[config.mk]
export PLATFORM = sky130hd
export DESIGN_NAME = seven_seg_scan_ctrl
export DESIGN_NICKNAME = d
export VERILOG_FILES = /design/src/rtl/seven_seg_pkg.sv /design/src/rtl/seven_seg_slot_counter.sv /design/src/rtl/seven_seg_scan_ctrl.sv
export SDC_FILE = /design/constraint.sdc
export NUM_CORES = 1
export LEC_CHECK = 0
export ABC_CLOCK_PERIOD_IN_PS = 3250
export BUFFER_PORTS_ARGS = -buffer_cell sky130_fd_sc_hd__buf_2
export CAP_MARGIN = 10
export CORE_MARGIN = 2
export CORE_UTILIZATION = 56
export CTS_CLUSTER_DIAMETER = 80
export DETAILED_ROUTE_END_ITERATION = 8
export PLACE_DENSITY = 0.79
export REMOVE_ABC_BUFFERS = 1
export SLEW_MARGIN = 20
export SYNTH_ARGS = -nofsm -noshare
export SYNTH_HDL_FRONTEND = slang
export SYNTH_SLANG_ARGS = --single-unit
[constraint.sdc]
create_clock -name clk -period 3.25 [get_ports clk]
set_input_delay 0.8125 -clock clk [delete_from_list [all_inputs] [get_ports clk]]
set_output_delay 0.8125 -clock clk [all_outputs]
set_load 0.02 [all_outputs]
[src/rtl/seven_seg_pkg.sv]
// Shared types and helpers for the 4-digit seven-segment scan controller.
// Used by both the controller RTL and the bench model.
package seven_seg_pkg;

  localparam int         NUM_DIGITS = 4;
  localparam logic [3:0] DIGITS_OFF = 4'b1111;

  typedef enum logic [1:0] {
    IDLE  = 2'd0,
    BLANK = 2'd1,
    SHOW  = 2'd2
  } state_e;

  // Next set mask bit strictly above index, wrapping 3->0.
  // Passing index=3 yields the lowest set bit.
  function automatic logic [1:0] next_enabled_digit(
    input logic [1:0] index,
    input logic [3:0] mask
  );
    logic [1:0] cand;
    logic       found;
    next_enabled_digit = index;
    found = 1'b0;
    for (int i = 1; i <= NUM_DIGITS; i++) begin
      cand = index + 2'(i);
      if (!found && mask[cand]) begin
        next_enabled_digit = cand;
        found = 1'b1;
      end
    end
  endfunction

endpackage

[src/rtl/seven_seg_slot_counter.sv]
// Per-digit slot prescaler: counts 0..CLK_DIV-1 and flags
// the last blanking cycle and the last cycle of the slot.
module seven_seg_slot_counter #(
  parameter int CLK_DIV      = 50000,
  parameter int BLANK_CYCLES = 16
) (
  input  logic                       i_clk,
  input  logic                       i_rst_n,
  input  logic                       i_clr,
  output logic [$clog2(CLK_DIV)-1:0] o_count,
  output logic                       o_blank_done,
  output logic                       o_slot_done
);

  localparam int CW = $clog2(CLK_DIV);
  localparam logic [CW-1:0] BLANK_LAST = CW'(BLANK_CYCLES - 1);
  localparam logic [CW-1:0] SLOT_LAST  = CW'(CLK_DIV - 1);

  logic [CW-1:0] r_count;

  always_ff @(posedge i_clk or negedge i_rst_n) begin
    if (!i_rst_n) begin
      r_count <= '0;
    end else if (i_clr || o_slot_done) begin
      r_count <= '0;
    end else begin
      r_count <= r_count + 1'b1;
    end
  end

  assign o_count      = r_count;
  assign o_blank_done = (r_count == BLANK_LAST);
  assign o_slot_done  = (r_count == SLOT_LAST);

endmodule

[src/rtl/seven_seg_scan_ctrl.sv]
// Time-multiplexed 4-digit seven-segment scan controller.
// Define SEVEN_SEG_SCAN_DIMMING_EN to add the brightness input.
module seven_seg_scan_ctrl #(
  parameter int CLK_DIV        = 50000,
  parameter int BLANK_CYCLES   = 16,
  parameter int SEG_WIDTH      = 7,
  parameter int SEG_ACTIVE_LOW = 1
) (
  input  logic                 clk,
  input  logic                 reset_n,
  input  logic                 run,
  input  logic [3:0]           digit_mask,
  input  logic [SEG_WIDTH-1:0] mux_out,
`ifdef SEVEN_SEG_SCAN_DIMMING_EN
  input  logic [2:0]           brightness,
`endif
  output logic [1:0]           mux_select,
  output logic                 mux_enable,
  output logic [3:0]           digit_n,
  output logic [SEG_WIDTH-1:0] seg_n,
  output logic                 frame_tick
);

  import seven_seg_pkg::*;

  localparam int CW = $clog2(CLK_DIV);
  localparam logic [SEG_WIDTH-1:0] SEG_OFF =
    (SEG_ACTIVE_LOW != 0) ? {SEG_WIDTH{1'b1}}
                          : {SEG_WIDTH{1'b0}};

  state_e               r_state;
  state_e               w_next_state;
  logic [1:0]           r_index;
  logic [1:0]           w_next_index;
  logic                 r_frame_tick;
  logic                 w_tick;
  logic [SEG_WIDTH-1:0] r_seg;
  logic [CW-1:0]        w_count;
  logic                 w_blank_done;
  logic                 w_slot_done;
  logic                 w_clr;
  logic                 w_lit;

  assign w_clr = (r_state == IDLE) || !run;

  seven_seg_slot_counter #(
    .CLK_DIV      (CLK_DIV),
    .BLANK_CYCLES (BLANK_CYCLES)
  ) u_slot_counter (
    .i_clk        (clk),
    .i_rst_n      (reset_n),
    .i_clr        (w_clr),
    .o_count      (w_count),
    .o_blank_done (w_blank_done),
    .o_slot_done  (w_slot_done)
  );

  always_comb begin
    w_next_state = r_state;
    w_next_index = r_index;
    w_tick       = 1'b0;
    if (!run) begin
      w_next_state = IDLE;
      w_next_index = 2'd0;
    end else begin
      unique case (1'b1)
        (r_state == IDLE): begin
          if (digit_mask != 4'b0000) begin
            w_next_state = BLANK;
            w_next_index = next_enabled_digit(2'd3, digit_mask);
          end
        end
        (r_state == BLANK): begin
          if (w_blank_done) w_next_state = SHOW;
        end
        (r_state == SHOW): begin
          if (w_slot_done) begin
            if (digit_mask == 4'b0000) begin
              w_next_state = IDLE;
              w_next_index = 2'd0;
            end else begin
              w_next_state = BLANK;
              w_next_index = next_enabled_digit(r_index, digit_mask);
              w_tick       = (w_next_index <= r_index);
            end
          end
        end
        default: begin
          w_next_state = IDLE;
          w_next_index = 2'd0;
        end
      endcase
    end
  end

  always_ff @(posedge clk or negedge reset_n) begin
    if (!reset_n) begin
      r_state      <= IDLE;
      r_index      <= 2'd0;
      r_frame_tick <= 1'b0;
      r_seg        <= '0;
    end else begin
      r_state      <= w_next_state;
      r_index      <= w_next_index;
      r_frame_tick <= w_tick;
      r_seg        <= (r_state == IDLE) ? '0 : mux_out;
    end
  end

`ifdef SEVEN_SEG_SCAN_DIMMING_EN
  localparam int SUB = (CLK_DIV - BLANK_CYCLES) / 8;

  logic [2:0] r_bright;
  int         w_sub;

  always_ff @(posedge clk or negedge reset_n) begin
    if (!reset_n) begin
      r_bright <= 3'd0;
    end else if (r_state == BLANK && w_blank_done) begin
      r_bright <= brightness;
    end
  end

  // Sub-window index within SHOW; only meaningful while in SHOW.
  always_comb begin
    w_sub = (int'(w_count) - BLANK_CYCLES) / SUB;
    w_lit = (w_sub <= int'(r_bright));
  end
`else
  logic w_unused_count;
  assign w_unused_count = ^w_count;
  assign w_lit = 1'b1;
`endif

  assign mux_select = r_index;
  assign mux_enable = (r_state != IDLE);
  assign frame_tick = r_frame_tick;
  assign digit_n    = (r_state == SHOW && w_lit)
                      ? ~(4'b0001 << r_index) : DIGITS_OFF;
  assign seg_n      = (r_state != SHOW) ? SEG_OFF
                    : (SEG_ACTIVE_LOW != 0) ? ~r_seg : r_seg;

endmodule

# Word-level counts from Yosys, hierarchy flattened
# Index checks and enable logic that the tools add are counted.
# Widths: inputs -> output; s select.
dict set report op_classes {
  shifts 1
  n_reduce_logical 21
  n_addsub 4
  n_bitwise 2
  eq_ne 9
  muxes 66
  n_lt_le_gt_ge 5
}
# operator count
set op_table {}
lappend op_table {{$mux 2} 20}
lappend op_table {{$mux 1} 36}
lappend op_table {{$add 16x1->16 const B} 1}
lappend op_table {{$eq 16x16->1 const B} 1}
lappend op_table {{$eq 16x4->1 const B} 1}
lappend op_table {{$mux 16} 1}
lappend op_table {{$mux 7} 2}
lappend op_table {{$lt 2x3->1 const B} 4}
lappend op_table {{$pmux 2 s3} 2}
lappend op_table {{$ne 3x2->1 const B} 3}
lappend op_table {{$bmux 1 s2} 4}
lappend op_table {{$logic_not 1->1} 7}
lappend op_table {{$not 7->7} 1}
lappend op_table {{$logic_and 1x1->1} 6}
lappend op_table {{$reduce_and 3->1} 2}
lappend op_table {{$add 2x2->2 const B} 2}
lappend op_table {{$logic_not 4->1} 1}
lappend op_table {{$mux 4} 1}
lappend op_table {{$ne 2x2->1 const B} 2}
lappend op_table {{$not 4->4} 1}
lappend op_table {{$reduce_bool 4->1} 1}
lappend op_table {{$shl 1x2->4 const A} 1}
lappend op_table {{$add 2x1->2 const B} 1}
lappend op_table {{$eq 2x1->1 const B} 1}
lappend op_table {{5 further kinds} 6}
dict set report totals {
  wordCells 113
  out_inout_bits 15
  inputBits 14
  reg_bits 28
}

# Depth between registers and ports, before layout
# Gate-level depths: netlist of run 1.
dict set report logic_depth {
  depth_word 34
  depth_mapped 13
  depth_no_buf 11
}

# Modules after synthesis
# From an unflattened synthesis of run 1, not the netlist that was laid out.
dict set report hier_totals {
  hier_cells 186
  hier_area_um2 1722.9
}
# mod n_inst area_each_um2 cells_per_inst
set modules_own_cells {}
lappend modules_own_cells {seven_seg_scan_ctrl 1 904.6 102}
lappend modules_own_cells {seven_seg_slot_counter 1 818.3 84}

# Worst setup path before layout of run 1
# OpenSTA, ideal clock, no wires.
dict set report synth_timing {
  path_type {reg2reg}
  from {register r_index[0], in the netlist mux_select[0]}
  to {register r_frame_tick, in the netlist frame_tick}
  t_required_ns 3.149
  slack_ns 0.702
  n_path_buf 2
  setup_ns 0.101
  synth_period_minus_slack_ns 2.548
  arrival_ns 2.447
  path_stages_with_launch 13
  cell_sequence {dfrtp_1 > buf_2 > inv_1 > ha_1 > clkbuf_1 > a32o_1 > a21oi_1 > o211ai_1 > o21ai_1 > ha_1 > a21oi_1 > a21oi_1 > nor4_1}
}
dict set report synth_via {
  elab_chain_cells 34
}
# element line
set synth_lines {}
lappend synth_lines {{start, declared} seven_seg_scan_ctrl.sv:33} ;# logic [1:0] r_index;
lappend synth_lines {{start signal, assigned} seven_seg_scan_ctrl.sv:104} ;# r_index <= w_next_index;
lappend synth_lines {{$add 2x1->2} seven_seg_pkg.sv:25} ;# cand = index + 2'(i);
lappend synth_lines {{$bmux 1 s2} seven_seg_pkg.sv:26} ;# if (!found && mask[cand]) begin
lappend synth_lines {{$mux 1 (implied by the code)} seven_seg_pkg.sv:26}
lappend synth_lines {{$mux 1} seven_seg_pkg.sv:26}
lappend synth_lines {{$mux 1} seven_seg_scan_ctrl.sv:78} ;# if (digit_mask == 4'b0000) begin
lappend synth_lines {{$mux 1} seven_seg_scan_ctrl.sv:77} ;# if (w_slot_done) begin
lappend synth_lines {{$mux 1} seven_seg_scan_ctrl.sv:66} ;# unique case (1'b1)
lappend synth_lines {{$mux 1} seven_seg_scan_ctrl.sv:62} ;# if (!run) begin
lappend synth_lines {{[19 not listed]} -}
lappend synth_lines {{$mux 2} seven_seg_scan_ctrl.sv:66}
lappend synth_lines {{$mux 2} seven_seg_scan_ctrl.sv:62}
lappend synth_lines {{$le 2x2->1 *} seven_seg_scan_ctrl.sv:84} ;# w_tick = (w_next_index <= r_index);
lappend synth_lines {{$mux 1 *} seven_seg_scan_ctrl.sv:78}
lappend synth_lines {{$mux 1 *} seven_seg_scan_ctrl.sv:77}
lappend synth_lines {{$mux 1 *} seven_seg_scan_ctrl.sv:66}
lappend synth_lines {{$mux 1 *} seven_seg_scan_ctrl.sv:62}
lappend synth_lines {{net w_tick} seven_seg_scan_ctrl.sv:36} ;# logic w_tick;
lappend synth_lines {{end signal, assigned} seven_seg_scan_ctrl.sv:105} ;# r_frame_tick <= w_tick;
lappend synth_lines {{end, declared} seven_seg_scan_ctrl.sv:35} ;# logic r_frame_tick;
# The timed path passes the listed nets; every way through them passes the cells marked *. The select of a mux whose other input is x is not followed.
# A chain may end at the register's enable or synchronous reset.

# Worst setup path in the final report of run 1
# Same ends and word-level chain as after synthesis.

==> out/metrics.cfg, run 1 <==
[run_status]
run_status = complete, no violations

[clocking]
cts.path.max_buffers = 2
cts-htree-levels = 1
cts_resized = 0
cts_tree = yes
cts.sinks = 28
numCtsBuffers = 3
cts_setup_buffers = 0
ctsHoldBuffers = 0
path_clk_slew_ns = 0.15
cts-root-buf = clkbuf_4
insertion_delay_ns = 0.32

[timing]
fin_skew_ns = 0.00466
fin_tns_setup_ns = 0
slew_violations = 0
layout_min_cycle_time_ns = 2.92
hold_violations = 0
rsz0062_at_grt = false
relSlewSlack_pct = 60.0
setup_violations = 0
period_share_pct = 89.9
max_freq_mhz = 342
worstMarginPinSlew_ns = 0.600

[synthesis]
ys_ff_latch = 28
synthArstFlopShare_pct = 100
syn_area_per_cell_sq_um = 9.25
netlist_area_sq_mm = 0.00179
synth_top_cell_by_area = dfrtp_1
synth-edff-count = 0
netlist-cell-type-count = 51
ys_seq_area_share_pct = 39.2
synthFlopType = dfrtp_1
syn_inst = 193
yosysWarnings = 0
synthTopCellsByArea = dfrtp_1, ha_1, nor2_1
synth_top_area_share_pct = 39.2

[layout]
fillers = 281
n_antenna_cell = 0
syn_to_final_growth_pct = 10.2
drive_gt1_share_pct = 21.9
fin_nets = 237
fin_util_pct = 64.4

[worst_setup_path]
critPathSlowestCell = dfrtp_1
path_buf_inv = 1
slowest_delay_ns = 0.64
crit_fanout = 13
reg2reg_slack_ns = 0.33
r2r-end = frame_tick
r2r_cells = 11
r2r-start = mux_select[0]
cp.required_ns = 3.48
endpoint_kind = register
path_delay_family = adder cells
crit_chain = inv_1, ha_1, a21oi_1, o21ai_1, or3b_1, o211ai_1, o21ai_1, ha_1, a21oi_1, a21oi_1, nor4_1
worst_path_most_repeated_cell = a21oi_1
cp-start-kind = register
worstPathArrival_ns = 3.15
path_class = reg -> reg

[die]
core_area_sq_mm = 0.00305
initial_utilization_pct = 58.5
die_h_microns = 60.5
pin_count = 29
die-area_sq_mm = 0.00366
die_width_microns = 60.5
rows = 20

[grt]
grt_max_degree = 29
grt_pass1_vias = 1366
grt_first_pass_wirelength_microns = 5940
gr-usage-all-layers_pct = 21.3
grt_overflow_total = 0
grt_antenna_before_repair = 0

[detailed_routing]
first_pass_iters = 4
drc = 0
vias = 1463
drt_iter0_markers = 55
ant_nets = 0
vias_per_cell = 5.65
wl_per_cell_microns = 13.4
wirelength_microns = 3470

[placement]
io_buffer_count = 28
dpl.hpwl_microns = 2600
place_congestion = 0.849

[power_and_ir_drop]
power_density_mw_per_mm2 = 354
p_leak_nw = 0.843
ir_worst_vdd_v = 0.000282

[min_path]
hold_class = in -> async

[flow_run]
cap_violations = 0

-- cell usage in the layout (no fill, tap or decap), types with 3 or more instances in the layout --
master / Yosys / layout
dfrtp_1: 28 / 28
buf_2: 2 / 28
nor2_1: 23 / 23
nand2_1: 18 / 18
nand3_1: 10 / 10
xor2_1: 7 / 7
xnor2_1: 7 / 7
inv_1: 7 / 7
and2_2: 7 / 7
ha_1: 7 / 7
and3_1: 6 / 6
a21oi_1: 6 / 6
nor3_1: 5 / 5
nand3b_1: 4 / 4
mux2i_1: 3 / 3
nand2b_1: 3 / 3
clkbuf_4: 0 / 3
-- cells by family (layout without fill, tap and decap cells) --
| logic type | count (synthesis) | count (layout) | synth area share [%] |
|---|---|---|---|
| simple gates | 96 | 96 | 30.8 |
| compound gates | 28 | 28 | 11.4 |
| xor+xnor | 14 | 14 | 6.87 |
| mux | 3 | 3 | 1.68 |
| fa+ha+maj | 7 | 7 | 4.91 |
| buf+inv | 17 | 39 | 5.19 |
| flops | 28 | 28 | 39.2 |
-- metrics by stage --
stage               instance area [sq um]  cells  hold WS (ns)  setup WS [ns]  power, mW
floorplan                            1720    183         0.455          0.603      0.437
global placement                     1910    255         0.470          0.536      0.472
detailed placement                   1910    255         0.497          0.364      0.477
CTS                                  1970    259         0.489          0.332      0.707
global route                         1970    259         0.512         0.0667      0.731
finish                               1970    259         0.468          0.328      0.697
-- synth_stat cells (2+ instances only) --
cell,n
dfrtp_1,28
nor2_1,23
nand2_1,18
nand3_1,10
and2_2,7
ha_1,7
inv_1,7
xnor2_1,7
xor2_1,7
a21oi_1,6
and3_1,6
buf_4,5
nor3_1,5
nand3b_1,4
mux2i_1,3
nand2b_1,3
a21boi_1,2
a21o_1,2
a32o_1,2
and4_1,2
buf_2,2
clkbuf_1,2
nand3_2,2
nand4_1,2
nor4_1,2
o21a_1,2
o21ai_0,2
o21ai_1,2
-- layer usage --
layer	vias up	part of all wire, %	track usage [%]
li1	717	-	-
met1	697	41	25.0
met2	47	54	40.5
met3	2	4.9	3.84
met4	0	0.43	4.66
met5	-	0	0
-- report_power, final --
part	switching, mW	leakage (nW)	internal (mW)
combinational	0.0609	0.433	0.0429
clock	0.101	0.0279	0.125
sequential	0.00956	0.382	0.357
total	0.172	0.843	0.525
-- flip-flops by register name, summed over array words and instances, names as in the netlist --
name,cells
u_slot_counter.o_count,16
r_seg,7
mux_select,2
r_state,2
frame_tick,1
-- worst max path at each step --
stage | start | endpoint | slack (ns) | cells after the start
after floorplan | mux_select[0] | frame_tick | 0.60 | 11
after detailed placement | mux_select[0] | frame_tick | 0.36 | 11
final | mux_select[0] | frame_tick | 0.33 | 11
after global placement | mux_select[0] | frame_tick | 0.54 | 11
after CTS | mux_select[0] | frame_tick | 0.33 | 11
after global routing | mux_select[0] | frame_tick | 0.07 | 11
-- final cells by class --
cell class	instances	area, sq um	area share [%]
multi-input cells	148	992	50.4
flip-flops and latches	28	701	35.6
repair buffers	28	140	7.12
well taps	44	55.1	2.80
clock inverters	1	30.0	1.53
inverters	7	26.3	1.34
clock buffers	3	22.5	1.15
Power figures use the tool's default switching activity.
==> run 2: changes to the inputs <==
--- a/config.mk
+++ b/config.mk
@@ -9,11 +9,13 @@
 export BUFFER_PORTS_ARGS = -buffer_cell sky130_fd_sc_hd__buf_2
 export CAP_MARGIN = 10
 export CORE_MARGIN = 2
-export CORE_UTILIZATION = 56
+export CORE_UTILIZATION = 58
+export CTS_BUF_LIST = sky130_fd_sc_hd__clkbuf_8
 export CTS_CLUSTER_DIAMETER = 80
 export DETAILED_ROUTE_END_ITERATION = 8
-export PLACE_DENSITY = 0.79
+export PLACE_DENSITY = 0.82
 export REMOVE_ABC_BUFFERS = 1
+export SETUP_SLACK_MARGIN = 0.02
 export SLEW_MARGIN = 20
 export SYNTH_ARGS = -nofsm -noshare
 export SYNTH_HDL_FRONTEND = slang
==> run 2 against run 1 <==
Net effect: core utilization increased by 1.3 points; highest routed layer unchanged; sequential share of layout area increased by 0.18 points; largest cell class unchanged; register-to-register slack improved by 0.40 ns; via count decreased by 2.3%; sequential power decreased by 2%; fmax increased by 16%; non-clock buffer count increased by 2; combinational power increased by 4%; critical path depth unchanged.
==> out/metrics.cfg, run 2 (synthesis gave the netlist of run 1 again) <==
[run_status]
run_status = complete, no violations

[clocking]
cts_tree = yes
cts.path.max_buffers = 2  ; unchanged
cts_setup_buffers = 0  ; unchanged
cts-htree-levels = 1  ; unchanged
cts-root-buf = clkbuf_8
cts_resized = 0  ; unchanged
insertion_delay_ns = 0.27  ; -0.05 ns
path_clk_slew_ns = 0.09  ; -0.06 ns
cts.sinks = 28  ; unchanged
numCtsBuffers = 3  ; unchanged
ctsHoldBuffers = 0  ; unchanged

[die]
initial_utilization_pct = 60.0  ; +1.5 points
die-area_sq_mm = 0.00354  ; -3.2%
die_h_microns = 59.5  ; -1.6%
die_width_microns = 59.5  ; -1.6%
pin_count = 29  ; unchanged
rows = 20  ; unchanged
core_area_sq_mm = 0.00298  ; -2.5%

[worst_setup_path]
cp-start-kind = register
startpoint = mux_select[0]
endpoint_kind = register
r2r-end = frame_tick
path_class = reg -> reg
reg2reg_slack_ns = 0.73  ; +0.40 ns
worstPathArrival_ns = 2.69  ; -0.46 ns
r2r_cells = 11  ; unchanged
cp.required_ns = 3.42  ; -0.06 ns
r2r-start = mux_select[0]
crit_fanout = 11  ; -2

[timing]
period_share_pct = 77.6  ; -12 points
fin_skew_ns = 0.00386  ; -0.000797 ns
worstMarginPinSlew_ns = 0.591  ; -0.00868 ns
rsz0062_at_grt = false
hold_violations = 0  ; unchanged
relSlewSlack_pct = 60.6  ; +0.58 points
fin_tns_setup_ns = 0  ; unchanged
layout_min_cycle_time_ns = 2.52  ; -0.401 ns
setup_violations = 0  ; unchanged
whs_ns = 0.499  ; +0.0316 ns
slew_violations = 0  ; unchanged
max_freq_mhz = 397  ; +16%

[power_and_ir_drop]
p_leak_nw = 0.848  ; +0.51%
ir_worst_vdd_v = 0.000313  ; +11%
power_density_mw_per_mm2 = 332  ; -6.3%
power_mw = 0.650  ; -6.8%

[detailed_routing]
vias = 1430  ; -2.3%
drc = 0  ; unchanged
wl_per_cell_microns = 12.6  ; -5.6%
vias_per_cell = 5.74  ; +1.7%
drt_iter0_markers = 103  ; +87%
ant_nets = 0  ; unchanged
wirelength_microns = 3150  ; -9.2%
first_pass_iters = 4  ; unchanged

[min_path]
min_path_cells = 1
hold_start = u_slot_counter.o_count[0]
hold_class = reg -> reg
min_to = u_slot_counter.o_count[0]

[grt]
grt_antenna_before_repair = 0  ; unchanged
grt_pass1_vias = 1195  ; -13%
gr-usage-all-layers_pct = 19.3  ; -2.1 points
grt_overflow_total = 0  ; unchanged
grt_first_pass_wirelength_microns = 5250  ; -12%
grt_max_degree = 29  ; unchanged

[layout]
final_cell_area_sq_mm = 0.00196  ; -0.51%
final_cell_mix = dfrtp_1, buf_2, nor2_1
fin_nets = 239  ; +0.84%
syn_to_final_growth_pct = 9.60
largest_reg_flops = 16  ; unchanged
drive_gt1_share_pct = 22.2  ; +0.36 points
n_antenna_cell = 0  ; unchanged
fillers = 240  ; -15%

[flow_run]
cap_violations = 0  ; unchanged

[placement]
dpl.hpwl_microns = 2320  ; -11%
placed_area_sq_mm = 0.00192  ; about the same
place_congestion = 0.834  ; -1.7%
io_buffer_count = 28  ; unchanged

## run 2: changes by cell type in the layout (fill, tap and decap cells not counted), sizes merged
cell	previous run	this run
bufinv	1	0
buf	28	30
## run 2: layout make-up
class | instances | area (sq um) | share of cell area (%)
multi-input cells | 148 | 992 | 50.7
flip-flops and latches | 28 | 701 | 35.8
repair buffers | 30 | 155 | 7.93
clock buffers | 3 | 41.3 | 2.11
well taps | 33 | 41.3 | 2.11
inverters | 7 | 26.3 | 1.34
## run 2: through the flow
stage | setup WS, ns | util (%) | cells
finish | 0.729 | 65.7 | 249
global route | 0.493 | 65.7 | 249
CTS | 0.716 | 65.7 | 249
detailed placement | 0.641 | 64.3 | 246
global placement | 0.762 | 64.3 | 246
floorplan | 0.603 | - | 183
## run 2: metal layers
layer	share of wire (%)	GRT usage, %	wire, microns
met4	0.51	2.92	16
met2	49	32.5	1550
met3	6.6	4.15	209
met5	0	0	0
met1	44	25.9	1380
## run 2: worst max path at each step
stage	to	slack (ns)	cells past startpoint
after global placement	frame_tick	0.76	10
final	frame_tick	0.73	11
after global routing	frame_tick	0.49	11
after floorplan	frame_tick	0.60	11
after detailed placement	frame_tick	0.64	10
after CTS	frame_tick	0.72	11
## run 2: power breakdown
part	leakage, nW	internal [mW]	switching (mW)
Combinational	0.444	0.0443	0.0640
Sequential	0.382	0.357	0.00434
Clock	0.0216	0.0831	0.0969
Total	0.848	0.484	0.165
## run 2: critical path, cell delays in order (launching register included)
cell and delay (ns):
dfrtp_1 0.35, inv_1 0.11, ha_1 0.50, a21oi_1 0.11
o21ai_1 0.12, or3b_1 0.39, o211ai_1 0.10, o21ai_1 0.09
ha_1 0.29, a21oi_1 0.12, a21oi_1 0.05, nor4_1 0.17
==> run 3: changes to the inputs <==
--- a/config.mk
+++ b/config.mk
@@ -5,7 +5,7 @@
 export SDC_FILE = /design/constraint.sdc
 export NUM_CORES = 1
 export LEC_CHECK = 0
-export ABC_CLOCK_PERIOD_IN_PS = 3250
+export ABC_CLOCK_PERIOD_IN_PS = 2540
 export BUFFER_PORTS_ARGS = -buffer_cell sky130_fd_sc_hd__buf_2
 export CAP_MARGIN = 10
 export CORE_MARGIN = 2
==> constraint.sdc (replaced) <==
create_clock -name clk -period 2.54 [get_ports clk]
set_input_delay 0.635 -clock clk [delete_from_list [all_inputs] [get_ports clk]]
set_output_delay 0.635 -clock clk [all_outputs]
set_load 0.02 [all_outputs]
==> run 3 against run 2 <==
Net effect: die area is the same; first-iteration DRC count shrank 23%; sequential power grew 28%; hold slack lost 0.15 ns; core utilization grew 1.6 points; critical path depth is the same; global-route usage grew 1.4 points; register-to-register slack lost 0.52 ns; design area grew 2.4%; cell count grew 1.2%; critical path type unchanged.
==> out/metrics.cfg, run 3 (synthesis gave the netlist of run 1 again) <==
[layout]
fin_nets = 241  ; +0.84%
fin_cells = 252  ; +1.2%
largest_reg_flops = 16  ; unchanged
n_antenna_cell = 0  ; unchanged
syn_to_final_growth_pct = 12.3
final_cell_area_sq_mm = 0.00200  ; +2.4%
final_cell_mix = dfrtp_1, buf_2, nor2_1
drive_gt1_share_pct = 23.7  ; +1.5 points

[timing]
layout_min_cycle_time_ns = 2.33  ; -0.191 ns
relSlewSlack_pct = 59.8  ; -0.73 points
hold_violations = 0  ; unchanged
worstMarginPinSlew_ns = 0.602  ; +0.0110 ns
rsz0062_at_grt = false
slew_violations = 0  ; unchanged
fin_skew_ns = 0.00476  ; +0.000895 ns
max_freq_mhz = 429  ; +8.2%
period_share_pct = 91.7  ; +14 points
fin_ws_ns = 0.210  ; -0.519 ns
setup_violations = 0  ; unchanged

[power_and_ir_drop]
power_mw = 0.954  ; +47%
ir_worst_vdd_v = 0.000438  ; +40%
p_leak_nw = 0.869  ; +2.6%
power_density_mw_per_mm2 = 476  ; +43%

[die]
initial_utilization_pct = 60.0  ; unchanged
die_width_microns = 59.5  ; unchanged
die_h_microns = 59.5  ; unchanged
pin_count = 29  ; unchanged
die-area_sq_mm = 0.00354  ; unchanged
rows = 20  ; unchanged
core_area_sq_mm = 0.00298  ; unchanged

[placement]
placed_area_sq_mm = 0.00193  ; +0.78%
place_congestion = 0.815  ; -2.2%
pre_cts_slack_ns = 0.158  ; -0.483 ns
dpl.hpwl_microns = 2380  ; +2.9%
dp.cells = 248  ; +0.81%
io_buffer_count = 28  ; unchanged

[grt]
gr-usage-all-layers_pct = 20.6  ; +1.4 points
grt_pass1_vias = 1280  ; +7.1%
grt_max_degree = 29  ; unchanged
grt_first_pass_wirelength_microns = 5520  ; +5.1%
grt_antenna_before_repair = 0  ; unchanged
grt_overflow_total = 0  ; unchanged

[worst_setup_path]
endpoint_kind = register
crit_fanout = 11  ; unchanged
path_class = reg -> reg
cp.required_ns = 2.72  ; -0.70 ns
worstPathArrival_ns = 2.51  ; -0.18 ns
cp-start-kind = register

[clocking]
cts.sinks = 28  ; unchanged
cts-htree-levels = 1  ; unchanged
path_clk_slew_ns = 0.09  ; about the same
cts-root-buf = clkbuf_8
ctsHoldBuffers = 0  ; unchanged
numCtsBuffers = 3  ; unchanged
insertion_delay_ns = 0.28  ; about the same
cts_setup_buffers = 0  ; unchanged
cts_tree = yes
cts.path.max_buffers = 2  ; unchanged

[detailed_routing]
drt_iter0_markers = 79  ; -23%
vias = 1449  ; +1.3%
vias_per_cell = 5.75  ; +0.12%
wirelength_microns = 3370  ; +7.0%
drc = 0  ; unchanged
wl_per_cell_microns = 13.4  ; +5.7%
ant_nets = 0  ; unchanged
first_pass_iters = 4  ; unchanged

[run_status]
run_status = complete, no violations

[min_path]
hold_class = in -> async

[flow_run]
cap_violations = 0  ; unchanged

## run 3: changes by cell type in the layout (fill, tap and decap cells not counted)
| cell | previous run | this run |
|---|---|---|
| ha_1 | 7 | 6 |
| bufinv_16 | 0 | 1 |
| ha_2 | 0 | 1 |
| buf_4 | 2 | 4 |
## run 3: power breakdown
part           switching (mW)  internal [mW]  total, mW
Sequential            0.00583          0.457      0.463
Combinational          0.0844         0.0598      0.144
Clock                   0.136          0.211      0.347
Total                   0.226          0.728      0.954
## run 3: stage by stage
step / setup TNS (ns) / utilization [%] / hold WS (ns)
3_5_place_dp: 0 / 64.8 / 0.487
5_1_grt: 0 / 67.3 / 0.405
6_report: 0 / 67.3 / 0.352
3_3_place_gp: 0 / 64.8 / 0.478
4_1_cts: 0 / 67.2 / 0.367
2_1_floorplan: -0.107 / - / 0.339
## run 3: final cells by class
| class | count | area [sq um] |
|---|---|---|
| Multi-Input combinational cell | 148 | 995 |
| Fill cell | 236 | 973 |
| Sequential cell | 28 | 701 |
| Timing Repair Buffer | 32 | 170 |
| Clock buffer | 3 | 41.3 |
| Tap cell | 33 | 41.3 |
| Clock inverter | 1 | 30.0 |
| Inverter | 7 | 26.3 |
## run 3: repair_timing
action | CTS | global route
gates resized for setup | 0 | 1
setup endpoints to repair | 0 | 1
endpoints found under the hold margin | 0 | 0
## run 3: layer usage
layer	vias up	part of all wire [%]	track usage, %
met5	-	0	0
met4	0	1.1	5.84
met3	4	4.8	4.59
met2	46	50	35.6
met1	678	44	25.8
li1	721	-	-
## run 3: worst max-delay path, stage by stage, from the launching register on
cell and delay, ns:
dfrtp_1 0.36, inv_1 0.06, ha_2 0.43, a21oi_1 0.09, o21ai_1 0.11, or3b_1 0.38
o211ai_1 0.10, o21ai_1 0.09, ha_1 0.29, a21oi_1 0.12, a21oi_1 0.05, nor4_1 0.15
## run 3: worst paths after layout
path	start	endpoint	slack, ns	cells past startpoint
hold reg to reg	u_slot_counter.o_count[0]	u_slot_counter.o_count[0]	0.50	1
setup / recovery	mux_select[1]	frame_tick	0.21	11
setup reg to reg	mux_select[1]	frame_tick	0.21	11
min in group clk	u_slot_counter.o_count[0]	u_slot_counter.o_count[0]	0.50	1
hold / removal	reset_n	r_seg[4]	0.35	1
max in group asynchronous	reset_n	u_slot_counter.o_count[6]	1.79	1
